**src/rtl/note_sequencer_pkg.sv**
```systemverilog
// Shared definitions for the triangle-channel note sequencer: song ROM word
// layout, sequencer state encoding and the silent channel-register value.
package apu_pkg;

  localparam int TIMER_LSB  = 0;
  localparam int TIMER_MSB  = 10;
  localparam int RELOAD_LSB = 11;
  localparam int RELOAD_MSB = 17;
  localparam int LENGTH_LSB = 18;
  localparam int LENGTH_MSB = 22;
  localparam int DUR_LSB    = 23;
  localparam int DUR_MSB    = 30;
  localparam int END_BIT    = 31;

  localparam logic [7:0] SILENT_REG1 = 8'h80;

  typedef enum logic [2:0] {
    S_IDLE  = 3'd0,
    S_FETCH = 3'd1,
    S_LATCH = 3'd2,
    S_LOAD  = 3'd3,
    S_PLAY  = 3'd4,
    S_NEXT  = 3'd5,
    S_DONE  = 3'd6
  } seq_state_t;

  // A zero timer marks a rest: the linear counter is never reloaded.
  function automatic logic [6:0] effective_reload(input logic [10:0] timer,
                                                  input logic [6:0]  reload);
    logic [6:0] result;
    if (timer == 11'd0) begin
      result = 7'd0;
    end else begin
      result = reload;
    end
    return result;
  endfunction

endpackage

```
**src/rtl/note_sequencer_if.sv**
```systemverilog
// Control, song-ROM and channel-register signals between a host and the
// note sequencer.
interface note_sequencer_if #(
  parameter int ADDR_W = 8
);
  logic              start;
  logic              stop;
  logic              loop;
  logic [ADDR_W-1:0] rom_addr;
  logic [31:0]       rom_data;
  logic [7:0]        reg1;
  logic [7:0]        reg2;
  logic [7:0]        reg3;
  logic              busy;
  logic              done;

  modport master (
    output start, stop, loop, rom_data,
    input  rom_addr, reg1, reg2, reg3, busy, done
  );

  modport slave (
    input  start, stop, loop, rom_data,
    output rom_addr, reg1, reg2, reg3, busy, done
  );
endinterface

```
**src/rtl/note_sequencer_rise_detect.sv**
```systemverilog
// One-clock pulse on each rising edge of a slow strobe (clk240, clk120, ...)
// that is synchronous to i_clk.
module rise_detect (
  input  logic i_clk,
  input  logic i_rst_n,
  input  logic i_sig,
  output logic o_pulse
);
  logic r_sig_q;

  // Previous-cycle copy of the strobe.
  always_ff @(posedge i_clk or negedge i_rst_n) begin
    if (!i_rst_n) begin
      r_sig_q <= 1'b0;
    end else begin
      r_sig_q <= i_sig;
    end
  end

  assign o_pulse = i_sig & ~r_sig_q;
endmodule

```
**src/rtl/note_sequencer.sv**
```systemverilog
// Steps through a song ROM and drives the three triangle-channel register
// values, holding each note for a programmed number of quarter-frame ticks.
module note_sequencer
  import apu_pkg::*;
#(
  parameter int ADDR_W      = 8,
  parameter int HOLD_CYCLES = 2
) (
  input  logic            clk,
  input  logic            reset,
  input  logic            clk240,
  note_sequencer_if.slave bus
);

  localparam logic [3:0] HOLD_LOAD = 4'(HOLD_CYCLES - 1);

  seq_state_t        r_state;
  logic [ADDR_W-1:0] r_rom_addr;
  logic [7:0]        r_reg1;
  logic [7:0]        r_reg2;
  logic [7:0]        r_reg3;
  logic              r_busy;
  logic              r_done;
  logic [7:0]        r_tick_cnt;
  logic [3:0]        r_hold_cnt;
  logic [7:0]        r_duration;
  logic              r_end_flag;

  logic              w_tick;
  logic [10:0]       w_timer;
  logic [6:0]        w_reload;
  logic [4:0]        w_length;
  logic [7:0]        w_duration;
  logic              w_end_flag;

  rise_detect u_tick (
    .i_clk   (clk),
    .i_rst_n (reset),
    .i_sig   (clk240),
    .o_pulse (w_tick)
  );

  assign w_timer    = bus.rom_data[TIMER_MSB:TIMER_LSB];
  assign w_reload   = effective_reload(w_timer, bus.rom_data[RELOAD_MSB:RELOAD_LSB]);
  assign w_length   = bus.rom_data[LENGTH_MSB:LENGTH_LSB];
  assign w_duration = bus.rom_data[DUR_MSB:DUR_LSB];
  assign w_end_flag = bus.rom_data[END_BIT];

  // Sequencer FSM; every output is a register updated here.
  always_ff @(posedge clk or negedge reset) begin
    if (!reset) begin
      r_state    <= S_IDLE;
      r_rom_addr <= '0;
      r_reg1     <= SILENT_REG1;
      r_reg2     <= 8'h00;
      r_reg3     <= 8'h00;
      r_busy     <= 1'b0;
      r_done     <= 1'b0;
      r_tick_cnt <= 8'd0;
      r_hold_cnt <= 4'd0;
      r_duration <= 8'd0;
      r_end_flag <= 1'b0;
    end else begin
      r_done <= 1'b0;
      if (bus.stop && r_busy) begin
        // Abort: silence the channel but leave the timer registers alone.
        r_state    <= S_IDLE;
        r_reg1     <= SILENT_REG1;
        r_rom_addr <= '0;
        r_busy     <= 1'b0;
      end else begin
        case (r_state)
          S_IDLE: begin
            if (bus.start && !bus.stop) begin
              r_rom_addr <= '0;
              r_busy     <= 1'b1;
              r_state    <= S_FETCH;
            end
          end
          S_FETCH: begin
            r_state <= S_LATCH;
          end
          S_LATCH: begin
            r_duration <= w_duration;
            r_end_flag <= w_end_flag;
            r_reg1     <= {1'b1, w_reload};
            r_reg2     <= w_timer[7:0];
            r_reg3     <= {w_length, w_timer[10:8]};
            r_hold_cnt <= HOLD_LOAD;
            r_state    <= S_LOAD;
          end
          S_LOAD: begin
            if (r_hold_cnt == 4'd0) begin
              r_reg1[7]  <= 1'b0;
              r_tick_cnt <= r_duration;
              r_state    <= S_PLAY;
            end else begin
              r_hold_cnt <= r_hold_cnt - 4'd1;
            end
          end
          S_PLAY: begin
            if (r_tick_cnt == 8'd0) begin
              r_state <= S_NEXT;
            end else if (w_tick) begin
              r_tick_cnt <= r_tick_cnt - 8'd1;
            end
          end
          S_NEXT: begin
            if (r_end_flag) begin
              if (bus.loop) begin
                r_rom_addr <= '0;
                r_state    <= S_FETCH;
              end else begin
                r_busy  <= 1'b0;
                r_state <= S_DONE;
              end
            end else if (&r_rom_addr) begin
              // Last table slot without an end flag: finish, never wrap.
              r_busy  <= 1'b0;
              r_state <= S_DONE;
            end else begin
              r_rom_addr <= r_rom_addr + {{(ADDR_W-1){1'b0}}, 1'b1};
              r_state    <= S_FETCH;
            end
          end
          S_DONE: begin
            r_done  <= 1'b1;
            r_reg1  <= SILENT_REG1;
            r_state <= S_IDLE;
          end
          default: begin
            r_reg1  <= SILENT_REG1;
            r_busy  <= 1'b0;
            r_state <= S_IDLE;
          end
        endcase
      end
    end
  end

  assign bus.rom_addr = r_rom_addr;
  assign bus.reg1     = r_reg1;
  assign bus.reg2     = r_reg2;
  assign bus.reg3     = r_reg3;
  assign bus.busy     = r_busy;
  assign bus.done     = r_done;

endmodule

```
**src/flat_wrapper.sv**
```systemverilog
// flat-port wrapper written by rule: the top's interface ports become plain ports
module note_sequencer_flat import apu_pkg::*;
#(
  parameter int ADDR_W      = 8,
  parameter int HOLD_CYCLES = 2
)
  (clk, reset, clk240, bus_start, bus_stop, bus_loop, bus_rom_data, bus_rom_addr, bus_reg1, bus_reg2, bus_reg3, bus_busy, bus_done);
  note_sequencer_if #(.ADDR_W(ADDR_W)) bus_i ();
  input  logic clk;
  input  logic reset;
  input  logic clk240;
  input wire logic [$bits(bus_i.start)-1:0] bus_start;
  input wire logic [$bits(bus_i.stop)-1:0] bus_stop;
  input wire logic [$bits(bus_i.loop)-1:0] bus_loop;
  input wire logic [$bits(bus_i.rom_data)-1:0] bus_rom_data;
  output wire logic [$bits(bus_i.rom_addr)-1:0] bus_rom_addr;
  output wire logic [$bits(bus_i.reg1)-1:0] bus_reg1;
  output wire logic [$bits(bus_i.reg2)-1:0] bus_reg2;
  output wire logic [$bits(bus_i.reg3)-1:0] bus_reg3;
  output wire logic [$bits(bus_i.busy)-1:0] bus_busy;
  output wire logic [$bits(bus_i.done)-1:0] bus_done;
  assign bus_i.start = bus_start;
  assign bus_i.stop = bus_stop;
  assign bus_i.loop = bus_loop;
  assign bus_i.rom_data = bus_rom_data;
  assign bus_rom_addr = bus_i.rom_addr;
  assign bus_reg1 = bus_i.reg1;
  assign bus_reg2 = bus_i.reg2;
  assign bus_reg3 = bus_i.reg3;
  assign bus_busy = bus_i.busy;
  assign bus_done = bus_i.done;
  note_sequencer #(.ADDR_W(ADDR_W), .HOLD_CYCLES(HOLD_CYCLES)) u_core (.clk(clk), .reset(reset), .clk240(clk240), .bus(bus_i));
endmodule
```
**config.mk**
```make
export PLATFORM = sky130hd
export DESIGN_NAME = note_sequencer_flat
export DESIGN_NICKNAME = d
export VERILOG_FILES = /design/src/rtl/note_sequencer_pkg.sv /design/src/rtl/note_sequencer_if.sv /design/src/rtl/note_sequencer_rise_detect.sv /design/src/rtl/note_sequencer.sv /design/src/flat_wrapper.sv
export SDC_FILE = /design/constraint.sdc
export NUM_CORES = 1
export LEC_CHECK = 0
export ABC_AREA = 1
export CAP_MARGIN = 20
export CORE_MARGIN = 5
export CORE_UTILIZATION = 31
export DETAILED_ROUTE_END_ITERATION = 6
export SKIP_LAST_GASP = 1
export SLEW_MARGIN = 25
export SYNTH_ARGS = -nofsm -noshare
export SYNTH_HDL_FRONTEND = slang
export SYNTH_SLANG_ARGS = --single-unit
```
**constraint.sdc**
```tcl
create_clock -name clk -period 1.8 [get_ports clk]
set_input_delay 0.54 -clock clk [delete_from_list [all_inputs] [get_ports clk]]
set_output_delay 0.54 -clock clk [all_outputs]
set_load 0.02 [all_outputs]
```
Yosys cells after proc, flatten, opt, wreduce, memory -nomap -nowiden. Index checks and enable logic that the tools add are counted.

Add/sub/neg operators: 3. Equal/unequal tests: 20. Multiplexer cells: 33. Bitwise logic cells: 3. Reductions and logical operators: 21.

Operator list (number): 8-bit two-way mux (9); 8-bit one-hot mux with 2 select lines (2); 3-bit two-way mux (7); 3-bit one-hot mux with 6 select lines (1); 7-bit one-hot mux with 2 select lines (1); 11-bit logical NOT (1); 5-bit OR reduction (2); 3-bit equality test, second input constant (3); 3-bit by 1-bit != test with 1-bit output, second input constant (3); 8-bit by 1-bit adder with 8-bit output, second input constant (1); 8-bit logical NOT (1); 1-bit two-way mux (8); 2-bit by 1-bit != test with 1-bit output, second input constant (4); 4-bit != test, second input constant (2); 4-bit one-hot mux with 2 select lines (1); 4-bit AND reduction (2); 8-bit AND reduction (1); 8-bit by 1-bit subtractor with 8-bit output, second input constant (1); 7-bit two-way mux (1); 3-bit by 2-bit equality test with 1-bit output, second input constant (2); 2-bit != test, second input constant (3); 3-bit AND reduction (2); 5-bit AND reduction (1); 4-bit logical NOT (1); 16 further kinds (20).

Bits in registers: 59. Logic and storage cells: 93.

Logic depth before layout (Yosys ltp). Gate-level depths: netlist (run 1).

Word-level depth: 5. Gate-level depth with buffers: 11.

By module. Synthesis (run 1) repeated with hierarchy kept, for this count alone.

Cells, all modules: 398. Area total of the unflattened synthesis: 3036.7 um^2.

Modules (own cells, without submodules): note_sequencer (instances 1, cells an instance 395, area an instance 3001.6 um^2, sequential area each 1452.6 um^2); rise_detect (instances 1, cells an instance 3, area an instance 35.0 um^2, sequential area each 25.0 um^2).

Worst setup path after synthesis (run 1). No wires, ideal clock.

Path type: input to register. Start point: input port bus_stop. End point: register u_core.r_reg2[0], in the netlist u_core.bus.reg2[0]. Setup time: 121 ps. Arrival time: 1356 ps. Data required time: 1679 ps. Path slack: 323 ps. Cell stages on the path: 7. Buffers on the path: 1. Cell sequence: nand2_1 inv_2 nor2_4 inv_2 buf_2 nand2_1 o21ai_1.

Word-level cells in the longest chain between the ends: 3.

Ends and longest elaborated chain: start: declaration (line flat_wrapper.sv:13) `input wire logic [$bits(bus_i.stop)-1:0] bus_stop;`; 1-bit logical AND (line note_sequencer.sv:65) `if (bus.stop && r_busy) begin`; 1-bit NOT (no source line); 2-bit AND reduction (no source line); end signal: assignment (line note_sequencer.sv:87) `r_reg2 <= w_timer[7:0];`; end: declaration (line note_sequencer.sv:20) `logic [7:0] r_reg2;`.

No other way between the ends. A chain may end at the register's enable or synchronous reset.

Worst setup path after layout (run 1).
Start point: register u_core.r_reg1[7], in the netlist u_core.bus.reg1[7]. End point: output port bus_reg1[7].

RTL lines: start: declaration (line note_sequencer.sv:19) `logic [7:0] r_reg1;`; start signal: assignment (line note_sequencer.sv:86) `r_reg1 <= {1'b1, w_reload};`; end: declaration (line flat_wrapper.sv:17) `output wire logic [$bits(bus_i.reg1)-1:0] bus_reg1;`.

No word-level cell between the ends.

==> results of run 1 <==
## Yosys cell counts, types with 2 or more instances
library cell and n:
sky130_fd_sc_hd__dfrtp_1 58, sky130_fd_sc_hd__nand3_1 31, sky130_fd_sc_hd__nor2_2 2, sky130_fd_sc_hd__inv_1 42
sky130_fd_sc_hd__a21oi_1 2, sky130_fd_sc_hd__o21ai_0 12, sky130_fd_sc_hd__xor2_1 2, sky130_fd_sc_hd__ha_1 4
sky130_fd_sc_hd__nor2_4 2, sky130_fd_sc_hd__inv_2 8, sky130_fd_sc_hd__nor2_1 34, sky130_fd_sc_hd__nor3_1 4
sky130_fd_sc_hd__nand3_2 2, sky130_fd_sc_hd__o21bai_1 2, sky130_fd_sc_hd__o21ai_1 26, sky130_fd_sc_hd__nand4_1 8
sky130_fd_sc_hd__buf_2 6, sky130_fd_sc_hd__nand2_1 166
## through the flow
step	utilization, %	setup slack [ns]	hold slack (ns)
after floorplan	-	0.323	0.244
after global placement	41.7	-0.197	0.457
after detailed placement	41.7	-0.211	0.461
after CTS	43.4	0.0409	0.202
after global routing	43.4	0.00561	0.227
final	43.4	0.0747	0.199
## cell usage in the layout (no fill, tap or decap), drive strengths merged
cell type | synthesis | layout
nor2 | 38 | 38
nor3b | 1 | 1
a21oi | 3 | 3
inv | 50 | 50
o21bai | 2 | 2
o31ai | 1 | 1
xor2 | 2 | 2
clkinv | 0 | 1
dlygate4sd2 | 0 | 34
nand3 | 33 | 33
bufinv | 0 | 1
clkinvlp | 0 | 2
dfrtp | 58 | 58
o21ai | 38 | 38
nand2 | 166 | 166
nand4 | 8 | 8
clkbuf | 0 | 11
nor3 | 4 | 4
dfstp | 1 | 1
clkdlybuf4s50 | 0 | 36
ha | 4 | 4
buf | 7 | 18
## registers in the layout (all words and copies together) (netlist names)
register	flops
u_core.bus.busy	1
u_core.bus.done	1
u_core.bus.reg1	8
u_core.bus.reg2	8
u_core.bus.reg3	8
u_core.bus.rom_addr	8
u_core.r_duration	8
u_core.r_end_flag	1
u_core.r_hold_cnt	4
u_core.r_state	3
u_core.r_tick_cnt	8
u_core.u_tick.r_sig_q	1
## power by group through the flow
stage / Clock (mW) / Combinational, mW / Sequential [mW]
3_3_place_gp: 0 / 3.21 / 2.24
4_1_cts: 1.29 / 3.09 / 2.22
2_1_floorplan: 0 / 1.72 / 2.49
5_1_grt: 1.34 / 3.48 / 2.29
3_5_place_dp: 0 / 3.27 / 2.23
6_report: 1.24 / 3.06 / 2.21
## final cells by class
class | instances | share of cell area (%)
flip-flops and latches | 59 | 35.1
multi-input cells | 300 | 31.9
clock buffers | 11 | 3.60
clock inverters | 4 | 1.19
inverters | 50 | 4.52
repair buffers | 88 | 19.7
well taps | 133 | 3.96
## cell families after synthesis
family                   count (synthesis)  synth area share [%]
AO/OA/AOI/OAI                           44                  7.61
XOR/XNOR                                 2                 0.576
adder cells (fa/ha/maj)                  4                  1.65
buffers and inverters                   57                  7.41
flip-flops                              59                  48.6
AND/OR/NAND/NOR                        250                  34.2
## metal layers
layer	vias up	routed length (um)	track usage, %
met3	8	659	5.68
met4	0	83	4.42
met1	1272	3440	17.2
li1	1494	-	-
met5	-	0	0
met2	87	3240	20.7
## worst max path at each step
stage,to,slack (ns)
floorplan,u_core.bus.reg2[0],0.32
global placement,u_core.r_hold_cnt[3],-0.20
detailed placement,u_core.bus.reg3[2],-0.21
CTS,bus_reg1[7],0.04
global route,u_core.r_tick_cnt[2],0.006
finish,bus_reg1[7],0.07
## timing repair
item                       in CTS  in global routing
setup endpoints to repair      34                  9
hold endpoints to repair        0                  0
gates resized for setup        34                  3
==> out/results.txt, run 1 <==
Setup repair after global routing left no endpoint under its margin. The path class of the tightest hold or removal check is input port to async pin. From left edge to right edge, the die measures 109 um. The instance count on the critical path was 1. Async set-reset flop share out of synthesis: 100%. By area the synthesized netlist is led by sky130_fd_sc_hd__dfrtp_1, sky130_fd_sc_hd__nand2_1, sky130_fd_sc_hd__inv_1. The total instance count after detailed placement was 630.

The post-CTS repair timing setup buffer count was 0; the setup clock skew after layout was 0.00970 ns. For the part of the total power dissipated in combinational logic, the log shows 47.0%. After the last flow step, the layout net total stands at 550. The startpoint-to-endpoint class of the critical path is flip-flop to output port.

The global-route usage over all layers is 13.5%, and the total vias in the final route is 2,861. Of the available clock period, the critical path in the final layout requires 95.8%. The average instance area after synthesis was 7.31 um2. The wire length of the first global-routing pass is 12,800 um, and the detailed-placement wirelength estimate is 5470 um.

The proportion of synthesized chip area in sequential cells is 48.6%. Setup violations remaining at the end of the flow were counted as 0. The number of endpoints with negative hold slack in the final report was 0; the routed wire length was 7430 um. The count of hold buffers inserted by post-cts repair came out at 0. The number of input and output port buffers inserted is 71. With fillers left out, the area of the finished cells amounts to 0.00420 mm2.

The tools report the floorplan row count as 36. Net switching is 42.6% of the power. The post-CTS clock slew at the launch and capture registers of the worst setup and hold paths came out at 0.06 ns. The flow ran to the end, and the final reports show no timing, DRC or antenna violations. The share of total power dissipated in sequential elements is 33.9%.

The tools report the first-pass iteration count of the detailed router as 4. The buffers plus inverters on the worst setup path works out to 1. Using the TritonRoute via totals, the vias-per-cell ratio works out to 4.44. The run gives 31.4% as the initial core utilization. In the synthesized netlist, the number of instances is 416.

Kind of cell adding the most delay to the critical path: flip-flops. The tools report the total leakage power as 2.19 nW. The endpoint identified for the worst register-to-register timing path is u_core.r_tick_cnt[0]. Once detail routing completed, the nets flagged for antenna violations numbered 0. STA classifies the critical path endpoint as an output port. The clock period could shrink to 1.73 ns.

Static timing analysis puts the maximum clock frequency at 580 MHz. The worst setup slack for register-to-register paths is 0.20 ns. The number of antenna diodes in the final layout is 0.

In the final layout, the share of cells above drive strength 1 is 9.77%. The post-synthesis cell type count was 23; the power per cell area was 1550 mW/mm2. The critical-path cell with the highest stage delay was sky130_fd_sc_hd__dfstp_2.

For the endpoint arrival time on the critical path, the log shows 1.19 ns. Launch point of the worst path: u_core.bus.reg1[7]. Summed over all failing endpoints, the final setup total negative slack is 0 ns. Cell count of the worst reg-to-reg path: 11. The critical path goes through dlygate4sd2_1. For this run, the number of Yosys warnings is 0.

The clock network accounts for 19.1% of the total power. The measured slew at the worst slew-check pin is 0.325 ns. The maximum fanout count along the critical path was 2. The tools report the final cell count without fillers as 645.

Yosys mapped a number of flops with a built-in enable equal to 0. The logs give 0 for the final max-slew violation count and 9 for the clock buffer count from CTS. In this run the critical register-to-register path is launched from u_core.r_hold_cnt[0]. The internal power of the cells totals 3.74 mW. During I/O placement, the number of pins put on the boundary was 72.

The area added between synthesis and finish was 38.3%; the number of filler instances in the final layout was 1,011. Summing all multi-input logic gate instances after layout gives 0.00134 mm2. After synthesis the netlist holds a flip-flop and latch count of 59. For this design the total switching power over the nets is 2.77 mW. In the synthesized netlist the dominant register cell turns out to be sky130_fd_sc_hd__dfrtp_1. The later pin in the worst-skew pair is clocked with a latency of 0.34 ns. The tools report the instance area at placement as 0.00404 mm2. The via count of the first global-routing pass is 2,814.

The tools report the final total power as 6.51 mW. After synthesis the cells add up to 0.00304 mm2. The H-tree was split into 3 levels. The full die area came out at 0.0119 mm2. Die outline height: 109 um. sky130_fd_sc_hd__dfrtp_1 takes more of the synthesized area than any other cell.

The logs give 0 for the initial antenna violation count and 60 for the maximum number of pins on one net before global-route repair. After floorplanning, the core was sized to cover 0.00968 mm2. Global routing finished with a remaining overflow of 0. TritonCTS built the clock tree. In this run the tightest slew margin relative to its limit is 78.3%.

The logs give 121 for the initial detailed-routing violation count and 0 for the remaining routing DRC violations. Registers take 0.00148 mm2. Routability-driven placement finished with a final weighted congestion of 0.840. The startpoint type of the worst setup path was a flip-flop. The run gives 458 as the synthesized netlist net count. The clock drives 59 sinks.

The max-capacitance violation count was 0; the maximum resistive drop on vdd was 0.784 mV. The largest single stage delay on the critical path is 0.53 ns. The average wire length per cell after detail routing came out at 11.5 um.

In this run the biggest area consumer among cell types represents 47.7% of the synthesized area. The tree is rooted in a sky130_fd_sc_hd__clkbuf_8. The critical path required time was 1.26 ns. The worst-case clock buffer depth was 2.
No activity file was read; power rests on OpenSTA's default activity.
==> inputs of run 2 (changes only) <==
- CORE_UTILIZATION: 31 -> 45
- PLACE_DENSITY: not set -> 0.73
==> run 2 against run 1 <==
Count of clock-buffer cells in the layout is the same. Sequential share of layout area is 0.64 points higher. Via count increased by 2.9%. Power decreased by 1.2%. Utilization increased by 18 points. Sequential cell count stayed put. Die area fell by 29%. Worst hold slack got worse by 0.048 ns. Register-to-register slack hardly changed. Worst setup slack worse by 0.015 ns. Routed wire length increased by 0.38%. Critical path type unchanged.
==> out/results.txt, run 2 (synthesized netlist as in run 1, its figures left out) <==
The library cells used most frequently in the layout, excluding fill and tap cells, are sky130_fd_sc_hd__nand2_1, sky130_fd_sc_hd__dfrtp_1, sky130_fd_sc_hd__inv_1, sky130_fd_sc_hd__clkdlybuf4s50_1. In this run the critical register-to-register path is launched from u_core.r_hold_cnt[0]. The startpoint type of the worst setup path is a flip-flop.

After detailed placement, the total cell area comes to 0.00397 mm2. Measured against its own limit, the worst slew margin works out to 68.3%. The tools report the initial antenna violation count as 0.

The tool flagged a number of max-cap violations equal to 0. The number of vias per cell after detailed routing is 4.97. The final critical path takes up 96.7% of the cycle. The number of levels the H-tree was split into came out at 3. In this run the critical register-to-register path is captured at u_core.r_tick_cnt[1]. The initial utilization of the core area, before any placement, comes to 45.5%. Global-route usage over all layers: 18.9%.

Launch point of the worst path: u_core.bus.reg1[7]. TritonCTS built the clock tree. The floorplan has 30 rows. Global routing finished with a remaining overflow of 0. The congestion estimate from routability-driven global placement came to 0.907. The core region is 0.00668 mm2. After layout, the design draws a total of 6.43 mW.

The root buffer cell chosen for the clock tree is sky130_fd_sc_hd__clkbuf_8. Data arrives at the worst endpoint at 1.20 ns. Summing all non-filler instances in the final layout gives an area of 0.00413 mm2. The final layout contains routed wiring with a total length of 7460 um. Summing all multi-input logic gate instances after layout gives 0.00134 mm2. The floorplan step set the die width to 92.2 um. The tools report the clock latency on the worst-skew pair as 0.34 ns.

The startpoint-to-endpoint class of the critical path was flip-flop to output port. Fill cells in the final layout number 638. In this run the worst hold path is classified as input port to async pin.

Shortest period the worst path allows: 1.74 ns. After clock tree synthesis, the setup repair step added 0 buffers. The setup clock skew after layout is 0.00774 ns, and the wire length of the first global-routing pass is 13,000 um. Data on the critical path is required at its endpoint by 1.26 ns.

For this design the ratio of total power to cell area is 1560 mW/mm2. The flow ran to the end, and the final reports show no timing, DRC or antenna violations. For this design, the sink count on the clock tree is 59. VDD sags by at most 0.843 mV.

The first-pass iteration count of the detailed router came out at 4. The count of buffers added on input and output ports is 71. Total leakage power: 2.19 nW.

The buffers plus inverters on the worst setup path works out to 1. After detailed routing, the number of remaining DRC violations is 0. In the final layout, the share of cells above drive strength 1 is 9.57%. For the top-level port count, the log shows 72. The number of nets with antenna violations after detailed routing is 0, and the full die area is 0.00850 mm2. The signal on the critical path passes through dlygate4sd2_1. In this run the worst path has a maximum fanout of 2. The area added between synthesis and finish is 35.8%, and the die outline height is 92.2 um.

Maximum number of pins on one net before global-route repair: 35. The final max-slew violation count was 0; the average wire length per cell after detail routing was 12.6 um. Via count of the first global-routing pass: 2,948.

Kind of end point of the critical path: an output port. The cell count of the worst reg-to-reg path works out to 11. Most frequent standard cell in the layout excluding fill and tap cells: sky130_fd_sc_hd__nand2_1. Among all stages on the critical path, the largest delay is contributed by sky130_fd_sc_hd__dfstp_2.

Clock-pin slew was measured on the worst setup and hold paths at 0.07 ns. The number of inserted diodes was 0; the count of hold buffers inserted by post-cts repair was 0. On the final layout, the worst hold slack is 0.150 ns.

Once the clock tree was built, the resizer swapped 34 gates to a different size. In the final design database the tool counted 550 nets. For the pin with the worst max-slew slack, the measured transition is 0.476 ns. The number of endpoints with negative hold slack in the final report was 0. In this run, the number of DRC markers left after iteration 0 of detailed routing was 131. Setup slack on the worst reg-to-reg path comes out at 0.19 ns. Buffers inserted during clock tree synthesis total 9.

For the setup total negative slack, the log shows 0 ns. Counting along the longest clock path gives a buffer depth of 2. Setup violations remaining at the end of the flow were counted as 0. Setup repair after global routing left no endpoint under its margin. Kind of cell adding the most delay to the critical path: flip-flops.

For this block, the via count after detailed routing is 2,945. Summed over all nets, the half-perimeter wirelength after detailed placement is 5640 um. The highest cell delay on the worst timing path was 0.53 ns; the fmax was 575 MHz. Registers take 0.00148 mm2.
==> run 2: cell count changes in the layout (fill, tap and decap cells not counted), sizes merged <==
| cell | previous run | this run |
|---|---|---|
| clkinvlp | 2 | 1 |
| clkinv | 1 | 2 |
==> run 2: worst max-delay path by stage <==
| stage | slack, ns | to | depth (start not counted) |
|---|---|---|---|
| 2_1_floorplan | 0.32 | u_core.bus.reg2[0] | 7 |
| 3_3_place_gp | -0.20 | u_core.r_hold_cnt[3] | 7 |
| 3_5_place_dp | -0.29 | u_core.bus.reg2[2] | 7 |
| 4_1_cts | 0.04 | bus_reg1[7] | 1 |
| 5_1_grt | 0.009 | u_core.r_tick_cnt[1] | 11 |
| 6_report | 0.06 | bus_reg1[7] | 1 |
==> run 2: layout make-up <==
type,count,share of cell area [%]
Sequential cell,59,35.8
Timing Repair Buffer,88,20.1
Multi-Input combinational cell,300,32.5
Clock inverter,4,1.24
Clock buffer,11,3.42
Inverter,50,4.61
Tap cell,80,2.42
==> run 2: metal layers <==
layer,track usage [%],vias to the layer above,part of all wire [%],wire [um]
met5,0,-,0,0
met4,9.41,0,1.8,135
met3,5.17,13,6.3,473
met2,29.6,79,46,3450
met1,24.0,1356,46,3400
li1,-,1497,-,-
==> run 2: power breakdown <==
| group | internal, mW | leakage (nW) | switching (mW) | total (mW) |
|---|---|---|---|---|
| sequential | 1.86 | 0.749 | 0.367 | 2.22 |
| combinational | 1.10 | 1.34 | 1.91 | 3.01 |
| clock | 0.669 | 0.0954 | 0.530 | 1.20 |
| total | 3.63 | 2.19 | 2.80 | 6.43 |
==> run 2: metrics by stage <==
stage	utilization, %	instances	setup slack, ns
floorplan	-	416	0.323
detailed placement	59.5	577	-0.291
finish	61.8	592	0.0599
CTS	61.7	592	0.0358
global placement	59.5	577	-0.199
global route	61.8	592	0.00854
